`src/rtl/as5600_speed_estimator.sv`:
```
// Speed estimator for the AS5600 mechanical angle: samples the angle on a fixed tick,
// forms wrap-aware glitch-filtered deltas and reports their windowed sum as signed speed.
module as5600_speed_estimator #(
  parameter int SAMPLE_DIV    = 40000,
  parameter int WINDOW_LOG2   = 4,
  parameter int GLITCH_LIMIT  = 512,
  parameter int STALL_WINDOWS = 8
) (
  input  logic               I_clk,
  input  logic               I_rst_n,
  input  logic               I_en,
  input  logic [11:0]        I_angle_mec,
  output logic signed [15:0] O_speed,
  output logic               O_speed_valid,
  output logic               O_dir,
  output logic               O_stall,
  output logic [7:0]         O_glitch_cnt
);

  localparam int                   DIV_W     = (SAMPLE_DIV > 1) ? $clog2(SAMPLE_DIV) : 1;
  localparam logic [DIV_W-1:0]     DIV_LAST  = DIV_W'(SAMPLE_DIV - 1);
  localparam logic [4:0]           WIN_LAST  = 5'((1 << WINDOW_LOG2) - 1);
  localparam int                   STALL_W   = $clog2(STALL_WINDOWS + 1);
  localparam logic [STALL_W-1:0]   STALL_MAX = STALL_W'(STALL_WINDOWS);
  localparam logic signed [12:0]   LIM_POS   = 13'(GLITCH_LIMIT);
  localparam logic signed [12:0]   LIM_NEG   = 13'(-GLITCH_LIMIT);

  typedef enum logic [1:0] {
    IDLE  = 2'd0,
    PRIME = 2'd1,
    RUN   = 2'd2
  } state_t;

  state_t                    state_r;
  state_t                    state_nxt_s;
  logic [DIV_W-1:0]          div_r;
  logic                      tick_s;
  logic [11:0]               prev_angle_r;
  logic signed [11:0]        last_delta_r;
  logic [1:0]                rej_r;
  logic signed [15:0]        sum_r;
  logic [4:0]                smp_cnt_r;
  logic [STALL_W-1:0]        zero_cnt_r;
  logic signed [11:0]        raw_s;
  logic signed [12:0]        raw_ext_s;
  logic                      accept_s;
  logic signed [11:0]        delta_s;
  logic signed [15:0]        delta_ext_s;
  logic signed [15:0]        sum_nxt_s;
  logic [STALL_W-1:0]        zero_nxt_s;

  assign tick_s = I_en && (div_r == DIV_LAST);

  // Sample divider, parked at zero while disabled
  always_ff @(posedge I_clk or negedge I_rst_n) begin
    if (!I_rst_n) begin
      div_r <= '0;
    end else if (!I_en || (div_r == DIV_LAST)) begin
      div_r <= '0;
    end else begin
      div_r <= div_r + DIV_W'(1);
    end
  end

  // FSM state register
  always_ff @(posedge I_clk or negedge I_rst_n) begin
    if (!I_rst_n) begin
      state_r <= IDLE;
    end else begin
      state_r <= state_nxt_s;
    end
  end

  // Next state: disable forces IDLE from anywhere
  always_comb begin
    state_nxt_s = state_r;
    if (!I_en) begin
      state_nxt_s = IDLE;
    end else begin
      case (state_r)
        IDLE:    state_nxt_s = PRIME;
        PRIME:   if (tick_s) state_nxt_s = RUN; else state_nxt_s = PRIME;
        RUN:     state_nxt_s = RUN;
        default: state_nxt_s = IDLE;
      endcase
    end
  end

  // Delta selection: the modulo-4096 difference read as signed handles the 4095/0 wrap
  always_comb begin
    raw_s     = signed'(I_angle_mec - prev_angle_r);
    raw_ext_s = {raw_s[11], raw_s};
    accept_s  = ((raw_ext_s <= LIM_POS) && (raw_ext_s >= LIM_NEG)) || (rej_r >= 2'd2);
    if (accept_s) begin
      delta_s = raw_s;
    end else begin
      delta_s = last_delta_r;
    end
    delta_ext_s = {{4{delta_s[11]}}, delta_s};
    sum_nxt_s   = sum_r + delta_ext_s;
    if (sum_nxt_s != 16'sd0) begin
      zero_nxt_s = '0;
    end else if (zero_cnt_r == STALL_MAX) begin
      zero_nxt_s = STALL_MAX;
    end else begin
      zero_nxt_s = zero_cnt_r + STALL_W'(1);
    end
  end

  // Filter, window accumulator and registered outputs
  always_ff @(posedge I_clk or negedge I_rst_n) begin
    if (!I_rst_n) begin
      prev_angle_r  <= 12'd0;
      last_delta_r  <= 12'sd0;
      rej_r         <= 2'd0;
      sum_r         <= 16'sd0;
      smp_cnt_r     <= 5'd0;
      zero_cnt_r    <= '0;
      O_speed       <= 16'sd0;
      O_speed_valid <= 1'b0;
      O_dir         <= 1'b0;
      O_stall       <= 1'b0;
      O_glitch_cnt  <= 8'd0;
    end else begin
      O_speed_valid <= 1'b0;
      case (state_r)
        IDLE: begin
          last_delta_r <= 12'sd0;
          rej_r        <= 2'd0;
          sum_r        <= 16'sd0;
          smp_cnt_r    <= 5'd0;
          zero_cnt_r   <= '0;
          O_stall      <= 1'b0;
        end
        PRIME: begin
          if (tick_s) begin
            prev_angle_r <= I_angle_mec;
            last_delta_r <= 12'sd0;
            rej_r        <= 2'd0;
          end
        end
        RUN: begin
          if (tick_s) begin
            prev_angle_r <= I_angle_mec;
            if (accept_s) begin
              last_delta_r <= raw_s;
              rej_r        <= 2'd0;
            end else begin
              rej_r <= rej_r + 2'd1;
              if (O_glitch_cnt != 8'hFF) begin
                O_glitch_cnt <= O_glitch_cnt + 8'd1;
              end
            end
            if (smp_cnt_r == WIN_LAST) begin
              O_speed       <= sum_nxt_s;
              O_speed_valid <= 1'b1;
              O_dir         <= sum_nxt_s[15];
              zero_cnt_r    <= zero_nxt_s;
              O_stall       <= (zero_nxt_s == STALL_MAX);
              sum_r         <= 16'sd0;
              smp_cnt_r     <= 5'd0;
            end else begin
              sum_r     <= sum_nxt_s;
              smp_cnt_r <= smp_cnt_r + 5'd1;
            end
          end
        end
        default: begin
          sum_r     <= 16'sd0;
          smp_cnt_r <= 5'd0;
        end
      endcase
    end
  end

endmodule

```
`config.mk`:
```
export PLATFORM = sky130hd
export DESIGN_NAME = as5600_speed_estimator
export DESIGN_NICKNAME = d
export VERILOG_FILES = /design/src/rtl/as5600_speed_estimator.sv
export SDC_FILE = /design/constraint.sdc
export NUM_CORES = 1
export LEC_CHECK = 0
export ABC_AREA = 1
export BUFFER_PORTS_ARGS = -buffer_cell sky130_fd_sc_hd__buf_2
export CORE_MARGIN = 1.5
export CORE_UTILIZATION = 44
export DETAILED_ROUTE_END_ITERATION = 12
export HOLD_SLACK_MARGIN = 0.1
export PLACE_DENSITY_LB_ADDON = 0.08
export SLEW_MARGIN = 20
export SYNTH_ARGS = -nofsm -noshare
export SYNTH_HDL_FRONTEND = slang
export SYNTH_SLANG_ARGS = --single-unit
```
`constraint.sdc`:
```
create_clock -name I_clk -period 4.3 [get_ports I_clk]
set_input_delay 0.86 -clock I_clk [delete_from_list [all_inputs] [get_ports I_clk]]
set_output_delay 0.86 -clock I_clk [all_outputs]
set_load 0.005 [all_outputs]
```
==> flow_summary.json <==
{
  "critPathCaptureType": "flop",
  "synth_area_leaders": "dfrtp_1 (40%), nand2_1 (12%), inv_1 (7.9%), ha_1 (7.9%), nand3_1 (5.3%)",
  "status": "finished with violations",
  "ys_seq_area_share_pct": 40.44,
  "fin_skew_ps": 6.449,
  "drt_iter0_drc": 245,
  "slew_viol_final": 0,
  "fin_util_pct": 57.93,
  "yosysMostFrequentCell": "nand2_1",
  "gp_congestion": 0.8695,
  "fin_crit_sh_pct": 100.2,
  "synth_cells": 782,
  "synth_edf_count": 0,
  "rrSetupSlack_ps": 180,
  "synth_top_area_cell": "dfrtp_1",
  "slowest_stage": "fa_2",
  "cts_tree": "done",
  "dp_hpwl_um": 10510,
  "wl_per_cell_um": 12.95,
  "wl_um": 14090,
  "min_to": "div_r[0]$_DFF_PN0_",
  "hold_violations": 0,
  "vias": 5372,
  "ir_worst_vdd_mv": 0.1437,
  "startpoint_type": "input pin",
  "rows": 42,
  "cts_buffers": 9,
  "p_per_area_nw_per_um2": 258.6,
  "crit_arrival_ps": 4580,
  "nets": 961,
  "netlist.area_leader.share_pct": 40.44,
  "root_buffer": "clkbuf_16",
  "synthArstFlopShare_pct": 100.0,
  "drcViolationCount": 0,
  "start_util_pct": 44.74,
  "cp.required_ps": 4580,
  "clk_path_buf_depth": 2,
  "routed_via_density": 4.938,
  "grt-ovfl-total": 0,
  "yosysWarnings": 0,
  "rsz0062_at_grt": "true",
  "grt_pass1_vias": 5432,
  "postSynthAreaPerCell_um2": 7.517,
  "critPathMaxStageDelay_ps": 530,
  "drt_first_pass_iters": 4,
  "clock.fmax_mhz": 232.2,
  "clock-sinks": 95,
  "clkLatencyLatePin_ps": 360,
  "total_power_mw": 1.969,
  "leakage_nw": 3.809,
  "drv_cap": 0,
  "layout-drive-gt1-share_pct": 25.88,
  "ys_types": 42,
  "cts_hold_buf": 0,
  "die_area_um2": 14060,
  "core_area_um2": 13140,
  "fin_crit_ps": 4307,
  "critPathMaxFanout": 8,
  "dp_slack_ps": -726.3,
  "clkTransAtPathRegs_ps": 70,
  "ys.flop_type": "dfrtp_1",
  "track_usage_pct": 21.27,
  "min_path_type": "flop to flop",
  "ant_nets": 0,
  "antenna_cells": 0,
  "setup_viol": 2,
  "failed_checks": "negative setup slack",
  "fin_ws_ps": -6.773,
  "cts_max_level": 3,
  "tns_ps": -12.50,
  "grt_pass1_wl_um": 24520,
  "r2r_start": "prev_angle_r[0]$_DFFE_PN0P_",
  "synth-seq-cells": 95,
  "die_x_um": 118.6,
  "synth_commonest_cells": "nand2_1 (187), inv_1 (124), dfrtp_1 (95), nor2_1 (72), nand3_1 (62)",
  "critical_path_class": "input pin to flop",
  "antenna_found_initial": 0,
  "crit_buf_inv": 6,
  "dieHeight_um": 118.6,
  "io_buffers": 41,
  "worstRegToRegCells": 31,
  "whs_path_depth": 1,
  "area_growth_pct": 29.48,
  "syn_nets": 836,
  "boundaryPins": 42,
  "hold_path.startpoint": "div_r[0]$_DFF_PN0_",
  "grt_max_degree": 60,
  "path_delay_family": "simple AND/OR/NAND/NOR gates",
  "slew_headroom_pct": 44.90,
  "worst_slew_pin_slew_ps": 825.5,
  "r2r-end": "zero_cnt_r[2]$_DFFE_PN0P_",
  "synth_area_um2": 5878
}
[power by group]
group | switching (mW) | leakage, nW | total, mW | internal [mW]
Clock | 0.365 | 0.147 | 0.837 | 0.472
Sequential | 0.00224 | 1.28 | 0.898 | 0.896
Combinational | 0.131 | 2.39 | 0.233 | 0.101
Total | 0.499 | 3.81 | 1.97 | 1.47
[flip-flops by register name, indices dropped and copies added (netlist names)]
name / cells
smp_cnt_r: 5
last_delta_r: 12
O_glitch_cnt: 8
sum_r: 16
zero_cnt_r: 4
O_speed_valid: 1
rej_r: 2
prev_angle_r: 12
O_stall: 1
state_r: 2
div_r: 16
O_speed: 16
[worst max path at each step]
| stage | from | to | slack (ps) | cells past startpoint |
|---|---|---|---|---|
| floorplan | I_angle_mec[0] | O_stall$_DFFE_PN0P_ | -100 | 34 |
| global placement | I_angle_mec[0] | O_stall$_DFFE_PN0P_ | -640 | 33 |
| detailed placement | I_angle_mec[0] | O_stall$_DFFE_PN0P_ | -730 | 37 |
| CTS | I_angle_mec[3] | O_stall$_DFFE_PN0P_ | -6 | 32 |
| global route | I_angle_mec[0] | zero_cnt_r[2]$_DFFE_PN0P_ | -390 | 33 |
| finish | I_angle_mec[0] | zero_cnt_r[2]$_DFFE_PN0P_ | -7 | 33 |
[cells in the final DEF, fill, tap and decap left out, types with 3 or more instances in the layout]
cell type and count:
nand2_1 171, inv_1 118, dfrtp_1 95, buf_4 87, nor2_1 60, nand3_1 52
o21ai_0 51, buf_2 39, a21oi_1 27, ha_1 25, nand2_2 18, nand4_1 14
nor2_2 11, nand3_2 11, nor3_1 10, xor2_1 10, ha_4 10, clkbuf_16 10
nor3b_1 9, xnor2_1 8, o21ai_1 8, a21oi_2 7, inv_2 5, o21ai_2 4
nor2_4 4, inv_6 3, nor3_2 3, mux2_2 3, o22ai_1 3
[layout make-up]
class	instances	area [um^2]
clock buffers	11	242.7
clock inverters	5	63.81
fillers	1232	5527
inverters	126	490.5
multi-input cells	545	3297
flip-flops and latches	95	2377
well taps	176	220.2
repair buffers	130	919.6
[layer usage]
layer / track usage [%] / up-vias / part of all wire [%]
li1: - / 2765 / -
met1: 26.96 / 2531 / 46
met2: 37.10 / 59 / 50
met3: 2.654 / 17 / 2.1
met4: 7.982 / 0 / 1.9
met5: 0 / - / 0
[worst register-to-register path, delay by kind of cell (launching register included)]
family,cells,cell delay [ps]
AOI/OAI and AO/OA,2,160
adders and majority gates,3,1060
buffers and inverters,4,380
DFF,1,410
and+or+nand+nor,22,2010
[stage by stage]
step	instance area [um^2]	std cells	hold WS (ps)
after detailed placement	6864	1060	467.6
after floorplan	5927	782	432.9
after global placement	6864	1060	444.7
after CTS	7298	1083	477.2
after global routing	7611	1088	505.2
final	7611	1088	469.3
[logic make-up after synthesis]
logic type / Yosys count / synth area share (%)
XOR/XNOR: 20 / 2.980
adder cells (fa/ha/maj): 39 / 8.557
multiplexers: 4 / 0.7450
flip-flops: 95 / 40.44
AND/OR/NAND/NOR: 371 / 27.74
AO/OA/AOI/OAI: 111 / 10.11
buffers and inverters: 142 / 9.430
[what timing repair did]
action,CTS,global route
endpoints found under the hold margin,0,0
setup endpoints to repair,7,12
gates cloned,0,1
setup buffers,7,5
gates resized for setup,20,61
pin swaps,19,14
(Power assumes the default switching activity.)
